`src/rtl/scan_to_ascii.sv`:
```
// PS/2 Set-2 make code plus Shift state to 7-bit ASCII, zero-extended to 8 bits.
// Purely combinational table lookup followed by a single output register.
module scan_to_ascii #(
    parameter logic [7:0] UNMAPPED = 8'h00
) (
    input  logic       clk,
    input  logic       clrn,
    input  logic [7:0] code,
    input  logic       shift,
    output logic [7:0] outdata
);

    logic [7:0] ascii;

    always_comb begin
        // NOTE: default first so every path assigns ascii and no latch is inferred.
        ascii = UNMAPPED;
        case (code)
            // letters
            8'h1C: ascii = shift ? 8'h41 : 8'h61;
            8'h32: ascii = shift ? 8'h42 : 8'h62;
            8'h21: ascii = shift ? 8'h43 : 8'h63;
            8'h23: ascii = shift ? 8'h44 : 8'h64;
            8'h24: ascii = shift ? 8'h45 : 8'h65;
            8'h2B: ascii = shift ? 8'h46 : 8'h66;
            8'h34: ascii = shift ? 8'h47 : 8'h67;
            8'h33: ascii = shift ? 8'h48 : 8'h68;
            8'h43: ascii = shift ? 8'h49 : 8'h69;
            8'h3B: ascii = shift ? 8'h4A : 8'h6A;
            8'h42: ascii = shift ? 8'h4B : 8'h6B;
            8'h4B: ascii = shift ? 8'h4C : 8'h6C;
            8'h3A: ascii = shift ? 8'h4D : 8'h6D;
            8'h31: ascii = shift ? 8'h4E : 8'h6E;
            8'h44: ascii = shift ? 8'h4F : 8'h6F;
            8'h4D: ascii = shift ? 8'h50 : 8'h70;
            8'h15: ascii = shift ? 8'h51 : 8'h71;
            8'h2D: ascii = shift ? 8'h52 : 8'h72;
            8'h1B: ascii = shift ? 8'h53 : 8'h73;
            8'h2C: ascii = shift ? 8'h54 : 8'h74;
            8'h3C: ascii = shift ? 8'h55 : 8'h75;
            8'h2A: ascii = shift ? 8'h56 : 8'h76;
            8'h1D: ascii = shift ? 8'h57 : 8'h77;
            8'h22: ascii = shift ? 8'h58 : 8'h78;
            8'h35: ascii = shift ? 8'h59 : 8'h79;
            8'h1A: ascii = shift ? 8'h5A : 8'h7A;
            // digit row
            8'h45: ascii = shift ? 8'h29 : 8'h30;
            8'h16: ascii = shift ? 8'h21 : 8'h31;
            8'h1E: ascii = shift ? 8'h40 : 8'h32;
            8'h26: ascii = shift ? 8'h23 : 8'h33;
            8'h25: ascii = shift ? 8'h24 : 8'h34;
            8'h2E: ascii = shift ? 8'h25 : 8'h35;
            8'h36: ascii = shift ? 8'h5E : 8'h36;
            8'h3D: ascii = shift ? 8'h26 : 8'h37;
            8'h3E: ascii = shift ? 8'h2A : 8'h38;
            8'h46: ascii = shift ? 8'h28 : 8'h39;
            // punctuation
            8'h0E: ascii = shift ? 8'h7E : 8'h60;
            8'h4E: ascii = shift ? 8'h5F : 8'h2D;
            8'h55: ascii = shift ? 8'h2B : 8'h3D;
            8'h54: ascii = shift ? 8'h7B : 8'h5B;
            8'h5B: ascii = shift ? 8'h7D : 8'h5D;
            8'h5D: ascii = shift ? 8'h7C : 8'h5C;
            8'h4C: ascii = shift ? 8'h3A : 8'h3B;
            8'h52: ascii = shift ? 8'h22 : 8'h27;
            8'h41: ascii = shift ? 8'h3C : 8'h2C;
            8'h49: ascii = shift ? 8'h3E : 8'h2E;
            8'h4A: ascii = shift ? 8'h3F : 8'h2F;
            // controls, identical with or without Shift
            8'h29: ascii = 8'h20;
            8'h0D: ascii = 8'h09;
            8'h5A: ascii = 8'h0D;
            8'h66: ascii = 8'h08;
            8'h76: ascii = 8'h1B;
            8'h00: ascii = 8'h00;
            default: ascii = UNMAPPED;
        endcase
    end

    always_ff @(posedge clk) begin
        // NOTE: non-blocking assignment for registered state avoids simulation races.
        if (clrn) outdata <= 8'h00;
        else      outdata <= ascii;
    end

endmodule

```
`config.mk`:
```
export PLATFORM = sky130hd
export DESIGN_NAME = scan_to_ascii
export DESIGN_NICKNAME = d
export VERILOG_FILES = /design/src/rtl/scan_to_ascii.sv
export SDC_FILE = /design/constraint.sdc
export NUM_CORES = 1
export LEC_CHECK = 0
export CORE_ASPECT_RATIO = 0.75
export CORE_MARGIN = 2
export CORE_UTILIZATION = 50
export DETAILED_ROUTE_END_ITERATION = 8
export GPL_ROUTABILITY_DRIVEN = 0
export PLACE_DENSITY_LB_ADDON = 0.1
export SETUP_SLACK_MARGIN = 0.05
export SLEW_MARGIN = 10
export SYNTH_ARGS = -nofsm -noshare
export SYNTH_HDL_FRONTEND = slang
export SYNTH_SLANG_ARGS = --single-unit
```
`constraint.sdc`:
```
create_clock -name clk -period 2.19 [get_ports clk]
set_clock_uncertainty 0.05 [all_clocks]
set_input_delay 0.438 -clock clk [delete_from_list [all_inputs] [get_ports clk]]
set_output_delay 0.438 -clock clk [all_outputs]
set_load 0.02 [all_outputs]
```
-- After elaboration in Yosys (flattened, before gate mapping)
Index checks and enable logic that the tools add are counted.
- input bits: 11
- word-level logic and storage cells: 101
- register bits: 8
- multiplexer cells: 48
- eq/ne operators: 52
- operator list (operator ; number):
    $pmux 7 s52 ; 1
    $eq 8x6->1 const B ; 23
    $mux 6 ; 29
    $eq 8x7->1 const B ; 20
    $mux 5 ; 13
    $eq 8x5->1 const B ; 7
    $mux 7 ; 3
    $eq 8x4->1 const B ; 2
    $mux 3 ; 1
    $mux 1 ; 1

-- Logic depth before layout (Yosys ltp)
Gate-level depths: netlist (run 1).
- word-level depth: 2
- mapped depth: 9

-- Worst setup path before layout (run 1)
Ideal clock, no wire load.
- path kind: input to register
- start: input port code[4]
- end: register outdata[4]
- arrival time: 2.177 ns
- library setup time: 0.115 ns
- path buffers: 2
- slack: -0.151 ns
- stages: 8
- cells stage by stage: buf_2 -> nand4bb_1 -> buf_4 -> nor2_1 -> a221o_1 -> or3_4 -> or4_1 -> o21a_1
- longest elaborated chain between the ends: 2
- elaborated cells between the ends (all ways): 53
- classes of those cells: 52 x eq/ne; 1 x mux
- RTL lines (element ; RTL line ; text):
    from (decl) ; 8 ; input logic [7:0] code,
    $eq 8x7->1, or another cell as far along ; 18 ; case (code)
    $pmux 7 s52 * ; 18 ;
    to (signal assigned) ; 83 ; else outdata <= ascii;
    to (decl) ; 10 ; output logic [7:0] outdata
Every way passes the cells marked *; elsewhere a longest branch is shown, timed or not.
A chain may end at the register's enable or synchronous reset.

-- Worst setup path in the final report (run 1)
- start: input port code[5]
- end: register outdata[2]
The elaborated chain is that of the path after synthesis.

==> summary.txt, run 1 <==
Status
  • Status: finished with violations
  • Failing checks: DRC, setup timing

Floorplanning
  • DIE HEIGHT: 50.0 um
  • Starting density of the core: 53.3%
  • Total core area: 2640 um2
  • Row cnt: 16
  • Total Die Area: 3260 um2
  • Die width: 65.3 um
  • Io pins: 19

Synthesis
  • Post-synth EDFFs: 0
  • Sequential share of the synthesized area: 9.96%
  • FF+latch count, synth: 7
  • Post-Syn Area per Cell: 6.64 um2
  • Synth async-reset ratio: 0%
  • Area of the mapped netlist: 1410 um2
  • Syn Nets: 223
  • Post-synth cell types: 62
  • Synthesized netlist cell count: 212
  • Ys flop type: dfxtp_1
  • Yosys warns: 0

Clock network
  • Root buffer cell: clkbuf_8
  • Max clock buf depth: 2
  • Clk sinks: 7
  • CTS buffer count: 3
  • CTS HTree Levels: 1
  • Hold-fix buffers, CTS: 0
  • Clock-pin slew on the worst setup and hold paths: 0.04 ns
  • CTS tree: yes

Final layout
  • Share of cells above drive strength 1: 46.6%
  • Filler cells: 88
  • Final nets: 319
  • Post-Route Utilization: 94.4%
  • Reg with most FFs: outdata
  • Top flop regs: outdata (7)
  • Max FFs per register: 7
  • Non-filler cells, final: 344
  • Area Overhead vs Synth: 77.2%

Setup path
  • Critical path class: in -> reg
  • Crit path max fanout: 7
  • Most numerous cell on the critical path: buf_6
  • CP Data Arrival Time: 2.61 ns
  • Slowest cell on crit path: nor3b_2
  • CP Launch Type: input port
  • CP required: 2.30 ns
  • Critical Path End Type: register
  • Critical path cell sequence: buf_8 -> buf_6 -> buf_4 -> nor3b_2 -> nand2_1 -> nor2_1 -> or4_1 -> nor3_2 -> a41oi_2 -> buf_6 -> a21boi_1
  • CP peak stage delay: 0.42 ns

Place
  • Setup slack at placement: -0.794 ns
  • HPWL after DPL: 4850 um
  • # port buffers: 17
  • Inst Count DP: 328

Global routing
  • Initial antenna violation count: 1
  • Global-route wire length before repair: 11,700 um
  • Overflow after GRT: 0
  • Pin count of the biggest net entering global routing: 17
  • Total GRT Usage: 47.2%
  • Vias in the first global route: 2,311

Detailed routing
  • Antenna-violating nets left: 0
  • Routed vias: 2,703
  • Drt via density: 7.86
  • DRC errors left: 165
  • DR iter-0 viols: 642
  • Drt first pass iters: 9
  • WL/cell: 27.8 um
  • Final wirelength: 9560 um

Power
  • Comb pwr share: 52.1%
  • Sw Ratio: 38.9%
  • Internal: 0.000419 W
  • Pwr/cell area: 275 nW/um2
  • Total Power: 0.000687 W
  • Clk pwr share: 28.7%
  • Leakage: 1.02 nW
  • Psw: 0.000267 W
  • Seq pwr share: 19.2%
  • IR drop worst, VDD: 233 uV

Timing
  • Worst setup margin: -0.310 ns
  • Crit path time final: 2.50 ns
  • Final Hold Viols: 0
  • Max-slew headroom: 62.8%
  • RSZ-0062 raised after global routing: yes
  • Setup violations, final: 7
  • Least-Margin Pin Slew: 0.552 ns
  • Fmax achieved: 400 MHz
  • Final Cycle Share: 114%
  • Max Transition Viols Final: 0

Job
  • Max Cap Violations: 0

Hold path
  • Worst min-delay path category: in -> reg
## power groups by stage
stage / sequential (W) / combinational (W) / clock (W)
2_1_floorplan: 0.000137 / 0.000130 / 0
3_3_place_gp: 0.000133 / 0.000255 / 0
3_5_place_dp: 0.000134 / 0.000265 / 0
4_1_cts: 0.000132 / 0.000293 / 0.000190
5_1_grt: 0.000132 / 0.000360 / 0.000199
6_report: 0.000132 / 0.000358 / 0.000197
## path summary, 6_finish.rpt
path	to	slack, ns	depth (start not counted)	startpoint
hold / removal	outdata[1]	0.76	4	code[7]
setup / recovery	outdata[2]	-0.31	11	code[5]
## layout make-up
class | instances | area [um2] | share of cell area, %
antenna | 1 | 2.50 | 0.100
clock buffer | 4 | 45.0 | 1.81
inverter | 3 | 11.3 | 0.452
multi-input combinational | 182 | 1330 | 53.3
sequential | 7 | 140 | 5.62
tap | 36 | 45.0 | 1.81
timing repair buffer | 111 | 921 | 36.9
## kinds of logic after synthesis
group / after synthesis / synth area share (%)
AOI/OAI and AO/OA: 73 / 35.4
DFF: 7 / 9.96
other: 1 / 0.266
and+or+nand+nor: 103 / 43.4
muxes: 2 / 1.42
xor gates and xnor gates: 3 / 1.87
buffers and inverters: 23 / 7.73
## Yosys cell counts (all sizes together), types with 6 or more instances
cell | instances | area share (%)
nor2 | 27 | 7.2
nand2b | 10 | 4.4
nor3 | 11 | 3.9
buf | 14 | 5.3
dfxtp | 7 | 10
nand2 | 12 | 3.2
clkbuf | 6 | 1.6
o21ai | 15 | 5.3
a31oi | 8 | 3.6
nand3 | 6 | 2.1
a21oi | 16 | 5.7
## worst max-delay path: cells and delay by family
kind	cells	cell delay (ns)
AO/OA/AOI/OAI	2	0.44
AND/OR/NAND/NOR	5	1.19
buffers and inverters	4	0.53
## metal layers
layer / wire length [um] / GRT usage (%)
met1: 3280 / 60.7
met2: 3420 / 70.9
met3: 1880 / 17.1
met4: 970 / 19.4
met5: 0 / 0
## placed cells by master, fill, tap and decap left out, types with 3 or more instances in the layout
master,instances
buf_4,90
nor2_1,25
a21oi_1,16
o21ai_0,11
nand2_1,10
clkdlybuf4s50_1,9
a31oi_1,8
buf_6,8
nand2b_1,7
nor3_1,7
dfxtp_1,7
nand3_1,6
or4_1,4
nor2b_1,4
nor3_2,4
nand2b_4,3
or3_4,3
a22oi_2,3
o31ai_1,3
a21boi_1,3
nor4_1,3
clkbuf_8,3
buf_8,3
## repair_timing
item,in CTS,in global routing
resized for setup,68,26
pin swaps,8,5
buffers inserted,7,3
endpoints found under the hold margin,0,0
endpoints found under the setup margin,7,7
cloned,1,0
## per-stage QoR
stage,area (um2),setup TNS (ns),hold slack [ns]
after floorplan,1430,-0.109,0.568
after global placement,2150,-4.42,1.10
after CTS,2350,0,0.711
final,2490,-1.71,0.763
after detailed placement,2150,-5.42,1.13
after global routing,2490,-1.17,0.809
Power figures use the tool's default switching activity.
==> run 2, diff against run 1 <==
CORE_MARGIN = 5   (was 2)
==> run 2 against run 1 <==
Against the previous run: area after synthesis is the same; synthesized cell count is the same; the run now fails in global routing.
==> summary.txt, run 2 <==
Status
  • Status: aborted with a tool error
  • Step where the flow halted: global routing
  • Tool error: [ERROR DPL-0038] Utilization greater than 100%, impossible to legalize

Synthesis
  • Compound-gate portion of the synthesized area: 35.4%
  • FF+latch count, synth: 7
  • Top post-synthesis cells by count: nor2_1, a21oi_1, o21ai_0
  • Post-Synth XOR/XNOR Area: 1.87%
  • Ys flop type: dfxtp_1
  • Simple-gate share of the synthesized area: 43.4%
  • Synth top area share: 9.96%
  • Most frequent cell after synthesis: nor2_1
  • Synth area leaders: dfxtp_1, nor2_1, a21oi_1, o21ai_0, nand2b_1
  • Yosys warns: 0
  • Synthesized netlist cell count: 212
  • Synth async-reset ratio: 0%
  • Post-Syn Area per Cell: 6.64 um2
  • Yosys top cell by area: dfxtp_1
  • Syn Nets: 223
  • Area of the mapped netlist: 1410 um2
  • Post-synthesis mux area share: 1.42%
  • Sequential share of the synthesized area: 9.96%
  • Largest family of logic cells by synthesized area: simple AND/OR/NAND/NOR gates
  • Synth Area in Adders: 0%
  • Post-synth cell types: 62
  • Post-synth EDFFs: 0

Clock network
  • Clk sinks: 7
  • Max clock buf depth: 2
  • CTS HTree Levels: 1
  • Root buffer cell: clkbuf_8
  • CTS buffer count: 3
  • Hold-fix buffers, CTS: 0

Floorplanning
  • Die width: 71.3 um
  • DIE HEIGHT: 56.0 um
  • Io pins: 19
  • Starting density of the core: 52.9%
  • Row cnt: 16

Place
  • HPWL after DPL: 4970 um
  • Area post-placement: 2160 um2
  • # port buffers: 17

Timing
  • Worst endpoint type: register data pin
  • GR repair worst EP: outdata[4]$_SDFF_PP0_/D

Global routing
  • Pin count of the biggest net entering global routing: 15
[run 2: cell counts after synthesis]
No cell type changed its count.
[run 2: kinds of logic after synthesis]
| family | count (synthesis) |
|---|---|
| compound gates | 73 |
| simple gates | 103 |
| flops | 7 |
| buf+inv | 23 |
| other cells | 1 |
| mux | 2 |
| xor+xnor | 3 |
[run 2: timing repair]
| action | in CTS |
|---|---|
| gates cloned | 1 |
| resized for setup | 81 |
| buffers inserted | 11 |
| hold endpoints to repair | 0 |
| pin swaps | 14 |
| endpoints found under the setup margin | 7 |
[run 2: per-stage QoR]
| step | std cells | worst slack, ns | util (%) | setup TNS, ns | hold slack [ns] |
|---|---|---|---|---|---|
| 3_5_place_dp | 327 | -0.750 | 81.1 | -5.17 | 1.09 |
| 4_1_cts | 343 | -0.0365 | 92.7 | -0.0872 | 0.730 |
| 2_1_floorplan | 212 | -0.0920 | - | -0.109 | 0.568 |
| 3_3_place_gp | 327 | -0.647 | 81.1 | -4.46 | 1.10 |
==> run 3, diff against run 2 <==
CORE_AREA = 5 5 66 68   (was unset)
CORE_ASPECT_RATIO = unset   (was 0.75)
CORE_MARGIN = unset   (was 5)
CORE_UTILIZATION = unset   (was 50)
DIE_AREA = 0 0 71 73   (was unset)
PLACE_DENSITY_LB_ADDON = 0.15   (was 0.1)
SETUP_SLACK_MARGIN = unset   (was 0.05)
clock period = 2.8 ns   (was 2.19 ns; I/O delays follow)
==> run 3 against run 2 <==
Against the previous run: the run now ends clean.
==> summary.txt, run 3 (synthesis gave the netlist of run 1 again) <==
Floorplanning
  • Row cnt: 23
  • Starting density of the core: 37.1%
  • Total Die Area: 5180 um2
  • Io pins: 19
  • Die width: 71 um
  • DIE HEIGHT: 73 um
  • Total core area: 3800 um2

Detailed routing
  • Drt via density: 6.06
  • Final wirelength: 5610 um
  • DR iter-0 viols: 297
  • Antenna-violating nets left: 0
  • Routed vias: 2,059
  • Drt first pass iters: 4
  • WL/cell: 16.5 um
  • DRC errors left: 0

Clock network
  • Max clock buf depth: 2
  • Root buffer cell: clkbuf_8
  • Clock-pin slew on the worst setup and hold paths: 0.04 ns
  • Hold-fix buffers, CTS: 0
  • CTS tree: yes
  • CTS HTree Levels: 1
  • Clk sinks: 7
  • CTS buffer count: 3

Final layout
  • Filler cells: 366
  • Most frequent cells in the layout: buf_4, nor2_1, a21oi_1, nand2_1, o21ai_0
  • Area of the multi-input gates: 1240 um2
  • Share of cells above drive strength 1: 34.1%
  • Antenna Cells: 0
  • Fin area: 2260 um2
  • Commonest non-fill, non-tap cell in the layout: buf_4
  • Max FFs per register: 7
  • Reg with most FFs: outdata
  • Final nets: 302
  • Area Overhead vs Synth: 60.3%
  • Reg area: 140 um2
  • Top flop regs: outdata (7)

Setup path
  • CP Data Arrival Time: 2.80 ns
  • Critical Path End Type: register
  • CP required: 2.87 ns
  • Crit path max fanout: 10
  • Critical path class: in -> reg
  • CP Launch Type: input port

Global routing
  • Overflow after GRT: 0
  • Pin count of the biggest net entering global routing: 12
  • Global-route wire length before repair: 8920 um
  • Met2 Track Usage GR: 33.9%
  • Total GRT Usage: 21.1%
  • Vias in the first global route: 1,910
  • Met3 Track Usage GR: 4.13%
  • GR Layer Usage met1: 28.7%
  • Initial antenna violation count: 0
  • GRT Max-Usage Layer: met2

Place
  • Area post-placement: 2120 um2
  • # port buffers: 17
  • HPWL after DPL: 4480 um

Timing
  • RSZ-0062 raised after global routing: yes
  • Worst Hold Margin: 0.977 ns
  • Crit path time final: 2.73 ns
  • Max Transition Viols Final: 0
  • Final Hold Viols: 0
  • Setup violations, final: 0
  • Final Cycle Share: 97.4%
  • Fmax achieved: 367 MHz

Power
  • Internal: 0.000305 W
  • Comb pwr share: 46.8%
  • Clk pwr share: 31.0%
  • Seq pwr share: 22.3%
  • IR drop worst, VDD: 154 uV
  • Psw: 0.000156 W
  • Pwr/cell area: 205 nW/um2
  • Sw Ratio: 33.9%
  • Leakage: 0.933 nW

Job
  • Max Cap Violations: 0

Hold path
  • Worst min-delay path category: in -> reg

Status
  • Status: complete, no violations
==> run 3: final cells by class <==
class                      count  area share, %
inverter                       3          0.499
timing repair buffer          94           33.7
tap                           50           2.77
multi-input combinational    182           54.9
clock buffer                   4           2.00
sequential                     7           6.21
==> run 3: what timing repair did <==
action,in CTS,in global routing
hold endpoints to repair,0,0
cloned,0,0
endpoints found under the setup margin,3,7
gates resized for setup,3,21
setup buffers,0,0
pin swaps,1,6
==> run 3: path summary, 6_finish.rpt <==
path                    start          to  slack [ns]  depth (start not counted)
worst min-delay path  code[7]  outdata[1]        0.98                          4
worst max-delay path  code[4]  outdata[4]        0.07                          8
==> run 3: per-layer routing <==
metal | part of all wire (%) | vias up | wire length, um
met3 | 8.7 | 22 | 489
met5 | 0 | - | 0
met2 | 46 | 113 | 2570
li1 | - | 964 | -
met4 | 2.7 | 0 | 150
met1 | 43 | 960 | 2390
==> run 3: worst max-delay path, cell delays in order <==
cell             delay, ns
clkdlybuf4s50_1       0.43
buf_4                 0.19
nand2b_1              0.11
nor3_1                0.08
a221o_1               0.33
or3_4                 0.39
or4_1                 0.53
o21a_1                0.18
==> run 3: power groups by stage <==
stage,clock [W],sequential (W),combinational [W]
2_1_floorplan,0,0.000107,0.0000997
3_3_place_gp,0,0.000104,0.000202
3_5_place_dp,0,0.000104,0.000203
4_1_cts,0.000145,0.000103,0.000205
5_1_grt,0.000154,0.000103,0.000230
6_report,0.000143,0.000103,0.000216
==> run 3: stage by stage <==
| stage | setup slack (ns) | setup TNS [ns] | util (%) | total power (W) | cells |
|---|---|---|---|---|---|
| after floorplan | 0.337 | 0 | - | 0.000207 | 212 |
| after global placement | -0.220 | -1.41 | 55.8 | 0.000306 | 336 |
| after detailed placement | -0.265 | -1.64 | 55.8 | 0.000307 | 336 |
| after CTS | 0.000234 | 0 | 57.3 | 0.000453 | 340 |
| after global routing | -0.00259 | -0.00259 | 59.4 | 0.000487 | 340 |
| final | 0.0734 | 0 | 59.4 | 0.000461 | 340 |
